<file path="config.mk">
export PLATFORM = sky130hd
export DESIGN_NAME = line_window_ctrl
export DESIGN_NICKNAME = d
export VERILOG_FILES = /design/src/rtl/line_window_ctrl_pkg.sv /design/src/rtl/line_window_ctrl_en_delay_line.sv /design/src/rtl/line_window_ctrl.sv
export SDC_FILE = /design/constraint.sdc
export NUM_CORES = 1
export LEC_CHECK = 0
export BUFFER_PORTS_ARGS = -buffer_cell sky130_fd_sc_hd__buf_4
export CORE_MARGIN = 2
export CORE_UTILIZATION = 51
export CTS_CLUSTER_SIZE = 16
export DETAILED_ROUTE_END_ITERATION = 12
export PLACE_DENSITY_LB_ADDON = 0.1
export SLEW_MARGIN = 20
export SYNTH_ARGS = -nofsm -noshare
export SYNTH_HDL_FRONTEND = slang
export SYNTH_SLANG_ARGS = --single-unit
</file>
<file path="constraint.sdc">
create_clock -name clk -period 3.4 [get_ports clk]
set_input_delay 0.17 -clock clk [delete_from_list [all_inputs] [get_ports clk]]
set_output_delay 0.17 -clock clk [all_outputs]
set_load 0.1 [all_outputs]
</file>
<file path="src/rtl/line_window_ctrl_pkg.sv">
// Shared definitions for the line window controller: FSM encoding, default
// geometry, operator height limits and error flag bit positions.
package line_window_ctrl_pkg;

  typedef enum logic [1:0] {
    ST_IDLE  = 2'd0,
    ST_FRAME = 2'd1,
    ST_LINE  = 2'd2,
    ST_DONE  = 2'd3
  } state_e;

  localparam int DEF_ADDR_WIDTH = 11;
  localparam int OP_HEIGHT_MIN  = 3;
  localparam int OP_HEIGHT_MAX  = 7;
  localparam int LINE_COUNT_W   = 12;

  localparam int ERR_OVF = 0;
  localparam int ERR_LEN = 1;

endpackage

</file>
<file path="src/rtl/line_window_ctrl_en_delay_line.sv">
// Parameterised-depth shift register used to align write strobes, operator
// enables and window flags with the line buffer read latency.
module en_delay_line #(
  parameter int WIDTH = 1,
  parameter int DEPTH = 1
) (
  input  logic             clk,
  input  logic             rst_n,
  input  logic [WIDTH-1:0] din,
  output logic [WIDTH-1:0] dout
);

  logic [WIDTH-1:0] pipe_q [DEPTH];

  always_ff @(posedge clk or negedge rst_n) begin
    if (!rst_n) begin
      for (int i = 0; i < DEPTH; i++) pipe_q[i] <= '0;
    end else begin
      pipe_q[0] <= din;
      for (int i = 1; i < DEPTH; i++) pipe_q[i] <= pipe_q[i-1];
    end
  end

  assign dout = pipe_q[DEPTH-1];

endmodule

</file>
<file path="src/rtl/line_window_ctrl.sv">
// Frame/line sequencer for a line-buffered 2-D operator: generates line buffer
// addresses and strobes, counts lines, tracks line width and flags errors.
module line_window_ctrl
  import line_window_ctrl_pkg::*;
#(
  parameter int DATA_WIDTH      = 8,
  parameter int ADDR_WIDTH      = DEF_ADDR_WIDTH,
  parameter int OPERATOR_HEIGHT = 3
) (
  input  logic                    clk,
  input  logic                    rst_n,
  input  logic                    Vsync,
  input  logic                    DataEn,
  output logic [ADDR_WIDTH-1:0]   addra,
  output logic [ADDR_WIDTH-1:0]   addrb,
  output logic                    web,
  output logic                    OperatorDataEn,
  output logic                    WindowValid,
  output logic [LINE_COUNT_W-1:0] LineCount,
  output logic [ADDR_WIDTH:0]     LineWidth,
  output logic                    FrameDone,
  output logic [1:0]              ErrFlags
);

  generate
    if (DATA_WIDTH < 1 || ADDR_WIDTH < 1 ||
        OPERATOR_HEIGHT < OP_HEIGHT_MIN || OPERATOR_HEIGHT > OP_HEIGHT_MAX ||
        (OPERATOR_HEIGHT % 2) == 0) begin : g_bad_param
      $error("line_window_ctrl: illegal parameter combination");
    end
  endgenerate

  localparam logic [ADDR_WIDTH:0]     MAX_CNT = {1'b1, {ADDR_WIDTH{1'b0}}};
  localparam logic [ADDR_WIDTH-1:0]   MAX_COL = '1;
  localparam logic [LINE_COUNT_W-1:0] LC_MAX  = '1;
  localparam logic [LINE_COUNT_W-1:0] LC_GATE = LINE_COUNT_W'(OPERATOR_HEIGHT - 1);
  localparam logic [ADDR_WIDTH+1:0]   HALF_X  = (ADDR_WIDTH+2)'((OPERATOR_HEIGHT - 1) / 2);
  localparam int                      S1_W    = ADDR_WIDTH + 3;

  state_e                  state_q, state_d;
  logic                    vlow_q;
  logic [ADDR_WIDTH:0]     pix_cnt_q, pix_cnt_d;
  logic [LINE_COUNT_W-1:0] line_cnt_q, line_cnt_d;
  logic [ADDR_WIDTH:0]     line_width_q, line_width_d;
  logic [1:0]              err_q, err_d;

  logic                    vs_rise, in_frame, pix, line_end, col_sat;
  logic [ADDR_WIDTH-1:0]   col;
  logic [ADDR_WIDTH+1:0]   col_x;
  logic                    web_in, ode_in, win_in, win_d1;
  logic [S1_W-1:0]         s1_in, s1_out;

  // vlow_q starts at 0, so a Vsync already high when reset releases is never
  // mistaken for a rising edge; a frame must begin from a seen-low Vsync.
  assign vs_rise  = Vsync & vlow_q;
  assign in_frame = (state_q == ST_FRAME) || (state_q == ST_LINE);
  assign pix      = in_frame & Vsync & DataEn;
  assign line_end = (state_q == ST_LINE) & (~DataEn | ~Vsync);
  assign col_sat  = (pix_cnt_q == MAX_CNT);
  assign col      = col_sat ? MAX_COL : pix_cnt_q[ADDR_WIDTH-1:0];
  assign col_x    = {2'b00, col};

  always_ff @(posedge clk or negedge rst_n) begin
    if (!rst_n) begin
      state_q      <= ST_IDLE;
      vlow_q       <= 1'b0;
      pix_cnt_q    <= '0;
      line_cnt_q   <= '0;
      line_width_q <= '0;
      err_q        <= '0;
    end else begin
      state_q      <= state_d;
      vlow_q       <= ~Vsync;
      pix_cnt_q    <= pix_cnt_d;
      line_cnt_q   <= line_cnt_d;
      line_width_q <= line_width_d;
      err_q        <= err_d;
    end
  end

  always_comb begin
    state_d = state_q;
    case (state_q)
      ST_IDLE:  if (vs_rise) state_d = ST_FRAME;
      ST_FRAME: begin
        if (!Vsync)      state_d = ST_DONE;
        else if (DataEn) state_d = ST_LINE;
      end
      ST_LINE: begin
        if (!Vsync)       state_d = ST_DONE;
        else if (!DataEn) state_d = ST_FRAME;
      end
      ST_DONE:  state_d = ST_IDLE;
      default:  state_d = ST_IDLE;
    endcase
  end

  always_comb begin
    pix_cnt_d    = pix_cnt_q;
    line_cnt_d   = line_cnt_q;
    line_width_d = line_width_q;
    err_d        = err_q;
    if (state_q == ST_IDLE && vs_rise) begin
      pix_cnt_d    = '0;
      line_cnt_d   = '0;
      line_width_d = '0;
      err_d        = '0;
    end else begin
      // Pixels past the last address keep reading the final column, never write.
      if (pix && !col_sat) pix_cnt_d = pix_cnt_q + 1'b1;
      if (pix && col_sat)  err_d[ERR_OVF] = 1'b1;
      if (line_end) begin
        pix_cnt_d = '0;
        if (line_cnt_q != LC_MAX) line_cnt_d = line_cnt_q + 1'b1;
        if (line_cnt_q == '0)                 line_width_d = pix_cnt_q;
        else if (pix_cnt_q != line_width_q)   err_d[ERR_LEN] = 1'b1;
      end
    end
  end

  // Window flag carries the centre-column range test alongside the enable.
  assign web_in = pix & ~col_sat;
  assign ode_in = pix & (line_cnt_q >= LC_GATE);
  assign win_in = ode_in & (col_x >= HALF_X) & ((col_x + HALF_X) < {1'b0, line_width_q});
  assign s1_in  = {col, web_in, ode_in, win_in};

  en_delay_line #(
    .WIDTH (S1_W),
    .DEPTH (1)
  ) u_stage1 (
    .clk   (clk),
    .rst_n (rst_n),
    .din   (s1_in),
    .dout  (s1_out)
  );

  assign addrb          = s1_out[S1_W-1:3];
  assign web            = s1_out[2];
  assign OperatorDataEn = s1_out[1];
  assign win_d1         = s1_out[0];

  en_delay_line #(
    .WIDTH (1),
    .DEPTH (OPERATOR_HEIGHT - 1)
  ) u_win (
    .clk   (clk),
    .rst_n (rst_n),
    .din   (win_d1),
    .dout  (WindowValid)
  );

  assign addra     = col;
  assign LineCount = line_cnt_q;
  assign LineWidth = line_width_q;
  assign ErrFlags  = err_q;
  assign FrameDone = (state_q == ST_DONE);

endmodule

</file>
**Yosys cells after proc, flatten, opt, wreduce, memory -nomap -nowiden**

Index checks and enable logic that the tools add are counted.
W data, S select, Z words.

- Bits in registers: 57
- Output and inout bits: 52
- Word-level logic and storage cells: 76
- Input bits: 4

- Reduce and logical (&&, ||, !) cells: 17
- Bitwise operators: 12
- Mux-type cells: 21
- Add/sub/neg operators: 3
- $lt $le $gt $ge: 3
- Equal/unequal tests: 10

Operators by type and width:

| operator | count |
|---|---|
| $mux W12 | 9 |
| $add A12 B1 Y12 const B | 2 |
| $add A11 B1 Y12 const B | 1 |
| $eq A12 B12 Y1 const B | 1 |
| $ge A12 B2 Y1 const B | 1 |
| $logic_not A12 Y1 | 1 |
| $lt A12 B12 Y1 | 1 |
| $mux W2 | 6 |
| $ne A12 B12 Y1 | 1 |
| $ne A12 B12 Y1 const B | 1 |
| $ge A11 B1 Y1 const B | 1 |
| $mux W11 | 1 |
| $reduce_bool A2 Y1 | 5 |
| $and A1 B1 Y1 | 8 |
| $pmux W2 S4 | 1 |
| $ne A3 B3 Y1 const B | 2 |
| $reduce_and A3 Y1 | 2 |
| $eq A2 B2 Y1 const B | 2 |
| $mux W1 | 4 |
| $ne A2 B2 Y1 const B | 2 |
| $reduce_and A2 Y1 | 2 |
| $logic_and A1 B1 Y1 | 3 |
| $not A1 Y1 | 3 |
| $reduce_bool A3 Y1 | 1 |
| 5 further kinds | 5 |

**Logic depth before layout (Yosys ltp)**

Gate-level depths: netlist (run 1).

- Depth in word-level cells: 8
- Depth in mapped cells: 17

**Cells and area by module**

From an unflattened synthesis (run 1), not the netlist that was laid out.

- Cell total of the unflattened synthesis: 388
- Area, all modules: 3463.3 um^2

By module, submodules not included:

| module | sequential area each (um^2) | cells each | instances | area an instance (um^2) |
|---|---|---|---|---|
| line_window_ctrl | 1026.0 | 372 | 1 | 3062.9 |
| en_delay_line at u_stage1 | 350.3 | 14 | 1 | 350.3 |
| en_delay_line at u_win | 50.0 | 2 | 1 | 50.0 |

**Least setup slack after synthesis (run 1)**

No wires, ideal clock.

- Path kind: reg2reg
- From: reg pix_cnt_q[2]
- To: reg u_stage1.pipe_q (netlist bit u_stage1.dout[0])
- Period minus slack after synthesis: 4.172 ns
- Slack: -0.772 ns
- Data required time: 3.264 ns
- Path buffers: 3
- Arrival: 4.036 ns
- Cell stages (with the launch flop): 15
- Path through: dfrtp_1 -> buf_6 -> or4_4 -> or3_4 -> buf_6 -> nand2_1 -> ha_1 -> clkbuf_1 -> o21ai_0 -> nand2_1 -> o221ai_2 -> ha_1 -> nand4_1 -> a2111oi_0 -> nor3_2

- Cells in the longest elaborated chain, start to end: 5
- Elaborated cells on any way between the ends: 7
- Classes of those cells: add/sub: 1; order compare: 2; eq/ne: 1; mux: 1; bitwise: 2

RTL lines:

| item | line | text |
|---|---|---|
| from (decl) | line_window_ctrl.sv:42 | `logic [ADDR_WIDTH:0] pix_cnt_q, pix_cnt_d;` |
| from (signal assigned) | line_window_ctrl.sv:74 | `pix_cnt_q <= pix_cnt_d;` |
| $eq A12 B12 Y1 * | line_window_ctrl.sv:59 | `assign col_sat = (pix_cnt_q == MAX_CNT);` |
| $mux W11 * | line_window_ctrl.sv:60 | `assign col = col_sat ? MAX_COL : pix_cnt_q[ADDR_WIDTH-1:0];` |
| named net addra[1] | line_window_ctrl.sv:14 | `output logic [ADDR_WIDTH-1:0] addra,` |
| $add A11 B1 Y12 / $ge A11 B1 Y1 (equally long branches) | line_window_ctrl.sv:124 | `assign win_in = ode_in & (col_x >= HALF_X) & ((col_x + HALF_X) < {1'b0, line_width_q});` |
| $lt A12 B12 Y1 / $and A1 B1 Y1 (equally long branches) | line_window_ctrl.sv:124 |  |
| $and A1 B1 Y1 * | line_window_ctrl.sv:124 |  |
| named net win_in | line_window_ctrl.sv:50 | `logic web_in, ode_in, win_in, win_d1;` |
| to (decl) | line_window_ctrl_en_delay_line.sv:13 | `logic [WIDTH-1:0] pipe_q [DEPTH];` |

Mark *: on every way through the listed nets, which the timed path passes. The rest lies on a longest branch.
A chain may end at the register's enable or synchronous reset.

**Worst setup path after layout (run 1)**

- From: reg pix_cnt_q[8]
- To: reg u_stage1.pipe_q (netlist bit u_stage1.dout[0])

- Cells in the longest elaborated chain, start to end: 5
- Elaborated cells on any way between the ends: 7
- Classes of those cells: add/sub: 1; order compare: 2; eq/ne: 1; mux: 1; bitwise: 2

RTL lines:

| item | line |
|---|---|
| $eq A12 B12 Y1 | line_window_ctrl.sv:59 |
| $mux W11 * | line_window_ctrl.sv:60 |
| $add A11 B1 Y12 / $ge A11 B1 Y1 (equally long branches) | line_window_ctrl.sv:124 |
| $lt A12 B12 Y1 / $and A1 B1 Y1 (equally long branches) | line_window_ctrl.sv:124 |
| $and A1 B1 Y1 * | line_window_ctrl.sv:124 |
| named net win_in | line_window_ctrl.sv:50 |

Marked as above.

==> results.yml, run 1 <==
timing:
  period_needed_ns: 3.16
  hold_viol_final: 0
  finalSetupViolCount: 0
  worst_pin_slew_ns: 0.895
  timing.final.crit_share_pct: 92.9
  grt_setup_unrepaired: "false"
  fmax_mhz: 317
  slew_headroom_pct: 39.8
  worst_slack_ns: 0.241
  drv_slew: 0
  tns_ns: 0
  fin_worst_skew_ns: 0.00921
critical_path:
  critPathKind: "register to register"
  crit_arrival_ns: 3.38
  worstPathRequired_ns: 3.62
  rr_worst_depth: 11
  crit_fanout: 8
  crit_slowest_cell: "or4_4"
  end_kind: "register"
  startpoint_type: "register"
  cp_cell_sequence: "or4_4, or3_4, nand2_8, ha_1, o21ai_0, nand2_1, o221ai_2, ha_1, nand4_1, a2111oi_2, nor3_2"
  slowest_delay_ns: 0.56
  cp_common_cell: "ha_1"
pwr:
  p_per_area_nw_per_um2: 684
  total_leakage_power_nw: 2.06
  ir_drop_uv: 774
global_routing:
  overflow: 0
  grt_pass1_vias: 2689
  grt_pass1_wl_um: 13700
  grt_usage_pct: 24.8
  grt_max_degree: 58
  antenna_found_initial: 0
logic_synthesis:
  synthCells: 362
  yosysWarnings: 0
  yosysTopAreaCell: "dfrtp_1"
  yosys-top-cells-count: "dfrtp_1, nor2_1, nand2_1"
  synthFlopType: "dfrtp_1"
  avgSynthCellArea_sq_um: 9.12
  synthTopCellsByArea: "dfrtp_1, ha_1, xor2_1, nor2_1, a21oi_1"
  syn-num-nets: 388
  yosysUniqueCellTypes: 45
  yosysMostFrequentCell: "dfrtp_1"
  ys_ff_latch: 57
  synth_top_area_share_pct: 43.2
  seq_area_frac_synth_pct: 43.2
  ys_async_sr_fraction_pct: 100
  synth-edff-count: 0
  syn_area_sq_um: 3300
finish:
  layout-drive-gt1-share_pct: 24.3
  n_antenna_cell: 0
  area_delta_synth_final_pct: 23.8
  nets: 457
  final_area_sq_um: 4090
  final_util_pct: 64.8
floorplanning:
  row_count: 29
  die_x_um: 84.5
  dieArea_sq_um: 7140
  initial_utilization_pct: 52.3
  ios: 56
  core_area_sq_um: 6310
  fp.dieH_um: 84.5
clock_tree:
  clk_latency_ns: 0.35
  numCtsBuffers: 9
  cts_tree: "built"
  post-cts-setup-buffer-count: 0
  cts_max_path_buffers: 2
  clk_pin_slew_ns: 0.07
  clkSinkCount: 57
  h-tree-depth: 3
  root_buffer: "clkbuf_8"
placement:
  gp_congestion: 0.896
  dp.final_hpwl_um: 5970
  place_area_sq_um: 3900
  port_buffers: 55
  pre_cts_slack_ns: 0.166
run_status:
  status: "complete, no violations"
route:
  via_per_inst: 5.61
  routed_wl_um: 8390
  firstDrtPassIters: 4
  wire_per_inst_um: 16.4
  vias: 2877
  antenna_left: 0
  drtIter0Drc: 238
  drc: 0
worst_hold_path:
  hp-class: "input pin to register"
  holdPathStages: 2
flow_run:
  cap_violations: 0
-- layout by cell type (no fill, tap or decap), types with 10 or more instances in the layout --
cell type  synthesis  layout
a21oi_1           26      26
buf_4              1      75
clkbuf_8           0      11
dfrtp_1           57      57
ha_1              22      22
inv_1             27      27
nand2_1           34      31
nand3_1           10      10
nand4_1           11      11
nor2_1            36      36
o21ai_0           26      25
xnor2_1           14      14
xor2_1            21      21
-- path summary, 6_finish.rpt --
path,from,end,slack [ns]
max in group asynchronous,rst_n,pix_cnt_q[1],2.50
min in group asynchronous,rst_n,vlow_q,0.42
max,pix_cnt_q[8],u_stage1.dout[0],0.24
min,Vsync,vlow_q,0.04
min reg2reg,u_stage1.dout[0],u_win.pipe_q[1],0.35
max reg2reg,pix_cnt_q[8],u_stage1.dout[0],0.24
-- report_power, final --
part           leakage, nW  internal, mW  switching, mW
clock network       0.0932         0.301          0.275
registers            0.781         0.759         0.0814
logic                 1.18         0.373           1.01
-- critical path, delay by kind of cell (launching register included) --
kind / cells / cell delay [ns]
AOI/OAI and AO/OA: 3 / 0.59
adders and majority gates: 2 / 0.58
DFF: 1 / 0.46
and+or+nand+nor: 6 / 1.39
-- through the flow --
| step | cells | hold slack [ns] | power, mW |
|---|---|---|---|
| floorplan | 362 | -0.126 | 1.87 |
| global placement | 496 | 0.272 | 2.20 |
| detailed placement | 496 | 0.275 | 2.22 |
| CTS | 513 | 0.0390 | 2.80 |
| global route | 513 | 0.0670 | 2.95 |
| finish | 513 | 0.0410 | 2.80 |
-- layer usage --
metal  vias to the layer above  share of wire [%]  track usage, %
met3                        13                6.2            4.13
met5                         -                  0               0
met4                         0                2.3            13.0
met2                        89                 45            35.9
li1                       1381                  -               -
met1                      1394                 46            35.7
-- final cells by class --
class | instances | area, sq um
fill | 578 | 2220
multi-input combinational | 260 | 1720
sequential | 57 | 1430
timing repair buffer | 76 | 573
clock buffer | 13 | 159
inverter | 27 | 101
tap | 77 | 96.3
clock inverter | 3 | 15.0
-- state kept, by name, summed over array words and instances, names as in the netlist --
| register | flops |
|---|---|
| state_q | 2 |
| LineCount | 12 |
| LineWidth | 12 |
| vlow_q | 1 |
| u_win.dout | 1 |
| u_stage1.dout | 14 |
| u_win.pipe_q | 1 |
| pix_cnt_q | 12 |
| ErrFlags | 2 |
-- cell families (layout without fill, tap and decap cells) --
group,Yosys count,count (layout),synth area share (%)
AO/OA/AOI/OAI,68,68,12.1
adder cells (fa/ha/maj),22,22,8.33
multiplexers,2,2,0.644
AND/OR/NAND/NOR,133,133,20.3
flip-flops,57,57,43.2
buffers and inverters,45,119,6.10
XOR/XNOR,35,35,9.28
-- repair_timing --
item	CTS	global route
hold endpoints to repair	57	0
hold buffers	1	0
gates resized for setup	0	1
setup endpoints to repair	0	1
Power figures use the tool's default switching activity.
==> run 2, diff against run 1 <==
--- a/config.mk
+++ b/config.mk
@@ -10,6 +10,7 @@
 export CORE_UTILIZATION = 51
 export CTS_CLUSTER_SIZE = 16
 export DETAILED_ROUTE_END_ITERATION = 12
+export GPL_TIMING_DRIVEN = 0
 export PLACE_DENSITY_LB_ADDON = 0.1
 export SLEW_MARGIN = 20
 export SYNTH_ARGS = -nofsm -noshare
==> results.yml, run 2 (synthesis gave the netlist of run 1 again) <==
critical_path:
  crit_arrival_ns: 3.49
  reg2reg_slack_ns: 0.14
  end_kind: "register"
  worstPathRequired_ns: 3.63
  critPathKind: "register to register"
  cp_cell_sequence: "buf_6, or4_4, or3_4, buf_12, nand2_8, ha_4, buf_8, o21ai_1, nand2_1, o221ai_2, ha_1, nand4_1, a2111oi_4, nor3_2"
  startpoint_type: "register"
  crit_slowest_cell: "or4_4"
  crit_fanout: 8
  slowest_delay_ns: 0.50
floorplanning:
  row_count: 29
  die_x_um: 84.5
  core_area_sq_um: 6310
  initial_utilization_pct: 52.3
  fp.dieH_um: 84.5
  dieArea_sq_um: 7140
  ios: 56
route:
  routed_wl_um: 8530
  wire_per_inst_um: 16.3
  antenna_left: 0
  drc: 0
  drtIter0Drc: 240
  firstDrtPassIters: 5
  via_per_inst: 5.58
  vias: 2920
clock_tree:
  numCtsBuffers: 9
  root_buffer: "clkbuf_8"
  cts_tree: "built"
  clk_pin_slew_ns: 0.07
  cts_max_path_buffers: 2
  h-tree-depth: 3
  clkSinkCount: 57
  clk_latency_ns: 0.35
finish:
  nFillCells: 542
  nets: 467
  layout_common_cells: "buf_4, dfrtp_1, nor2_1"
  final_common_cell: "buf_4"
  layout-drive-gt1-share_pct: 25.3
  n_antenna_cell: 0
  area_delta_synth_final_pct: 27.3
  largest_register_ffs: 14
pwr:
  ir_drop_uv: 629
  total_leakage_power_nw: 2.09
  p_total_mw: 2.90
  p_per_area_nw_per_um2: 689
run_status:
  status: "complete, no violations"
global_routing:
  grt_pass1_vias: 2743
  antenna_found_initial: 0
  grt_usage_pct: 24.8
  met3_usage_pct: 5.21
  grt_util_met2_pct: 38.0
  grt_max_degree: 58
  grt_pass1_wl_um: 13800
  gr-usage-met1_pct: 35.0
  overflow: 0
  grt_busiest_layer: "met2"
timing:
  finalSetupViolCount: 0
  worst_pin_slew_ns: 0.880
  slew_headroom_pct: 40.9
  hold_viol_final: 0
  period_needed_ns: 3.26
  timing.final.crit_share_pct: 95.9
  fmax_mhz: 307
  tns_ns: 0
  drv_slew: 0
  fin_worst_skew_ns: 0.00822
placement:
  gp_congestion: 0.888
  port_buffers: 55
  dp.final_hpwl_um: 5900
flow_run:
  cap_violations: 0
worst_hold_path:
  hp-class: "input pin to register"
[run 2: cell types whose count changed in the layout (fill, tap and decap cells not counted), moves of 2 or more]
cell,delta
dfrtp_2,+3
clkbuf_1,+9
buf_2,+3
buf_4,-6
dfrtp_1,-3
inv_1,-2
buf_6,+3
[run 2: power by group]
part / total [mW] / switching (mW) / leakage [nW] / internal, mW
logic: 1.40 / 1.01 / 1.22 / 0.384
clock network: 0.637 / 0.279 / 0.0974 / 0.357
registers: 0.863 / 0.103 / 0.776 / 0.760
[run 2: per-stage QoR]
stage / utilization, % / area [sq um] / worst slack [ns] / hold WS, ns / std cells
final: 66.6 / 4210 / 0.140 / 0.0385 / 523
after CTS: 64.6 / 4080 / 0.0238 / 0.0375 / 511
after global routing: 66.6 / 4210 / -0.0153 / 0.0514 / 523
after global placement: 61.0 / 3850 / -0.166 / 0.275 / 494
after floorplan: - / 3340 / 0.0315 / -0.126 / 362
after detailed placement: 61.0 / 3850 / -0.274 / 0.285 / 494
[run 2: what timing repair did]
item                                    in CTS  in global routing
hold buffers                                 1                  0
endpoints found under the setup margin       1                  1
buffers inserted                             0                 13
resized for setup                            6                 14
pin swaps                                    2                  5
endpoints found under the hold margin       57                  0
[run 2: layout make-up]
| type | instances | area (sq um) | area share (%) |
|---|---|---|---|
| multi-input combinational | 260 | 1740 | 41.5 |
| sequential | 57 | 1430 | 34.0 |
| timing repair buffer | 69 | 520 | 12.4 |
| clock buffer | 13 | 149 | 3.54 |
| buffer | 17 | 121 | 2.89 |
| inverter | 27 | 104 | 2.47 |
| tap | 77 | 96.3 | 2.29 |
| clock inverter | 3 | 40.0 | 0.952 |
[run 2: critical path: cells and delay by family (launching register included)]
family | cells | cell delay, ns
and+or+nand+nor | 6 | 1.39
buffers and inverters | 3 | 0.41
adders and majority gates | 2 | 0.44
AOI/OAI and AO/OA | 3 | 0.53
DFF | 1 | 0.37
[run 2: worst paths after layout]
path                                         end  cells past startpoint        startpoint
worst max-delay path            u_stage1.dout[0]                     14      pix_cnt_q[7]
worst min-delay path                      vlow_q                      2             Vsync
worst max register to register  u_stage1.dout[0]                     14      pix_cnt_q[7]
worst min register to register   u_win.pipe_q[1]                      0  u_stage1.dout[0]
max in group asynchronous          pix_cnt_q[10]                      2             rst_n
min in group asynchronous                 vlow_q                      2             rst_n
[run 2: metal layers]
metal | up-vias | routed length, um
met1 | 1402 | 3870
met3 | 15 | 431
met2 | 109 | 4070
met4 | 0 | 161
met5 | - | 0
li1 | 1394 | -
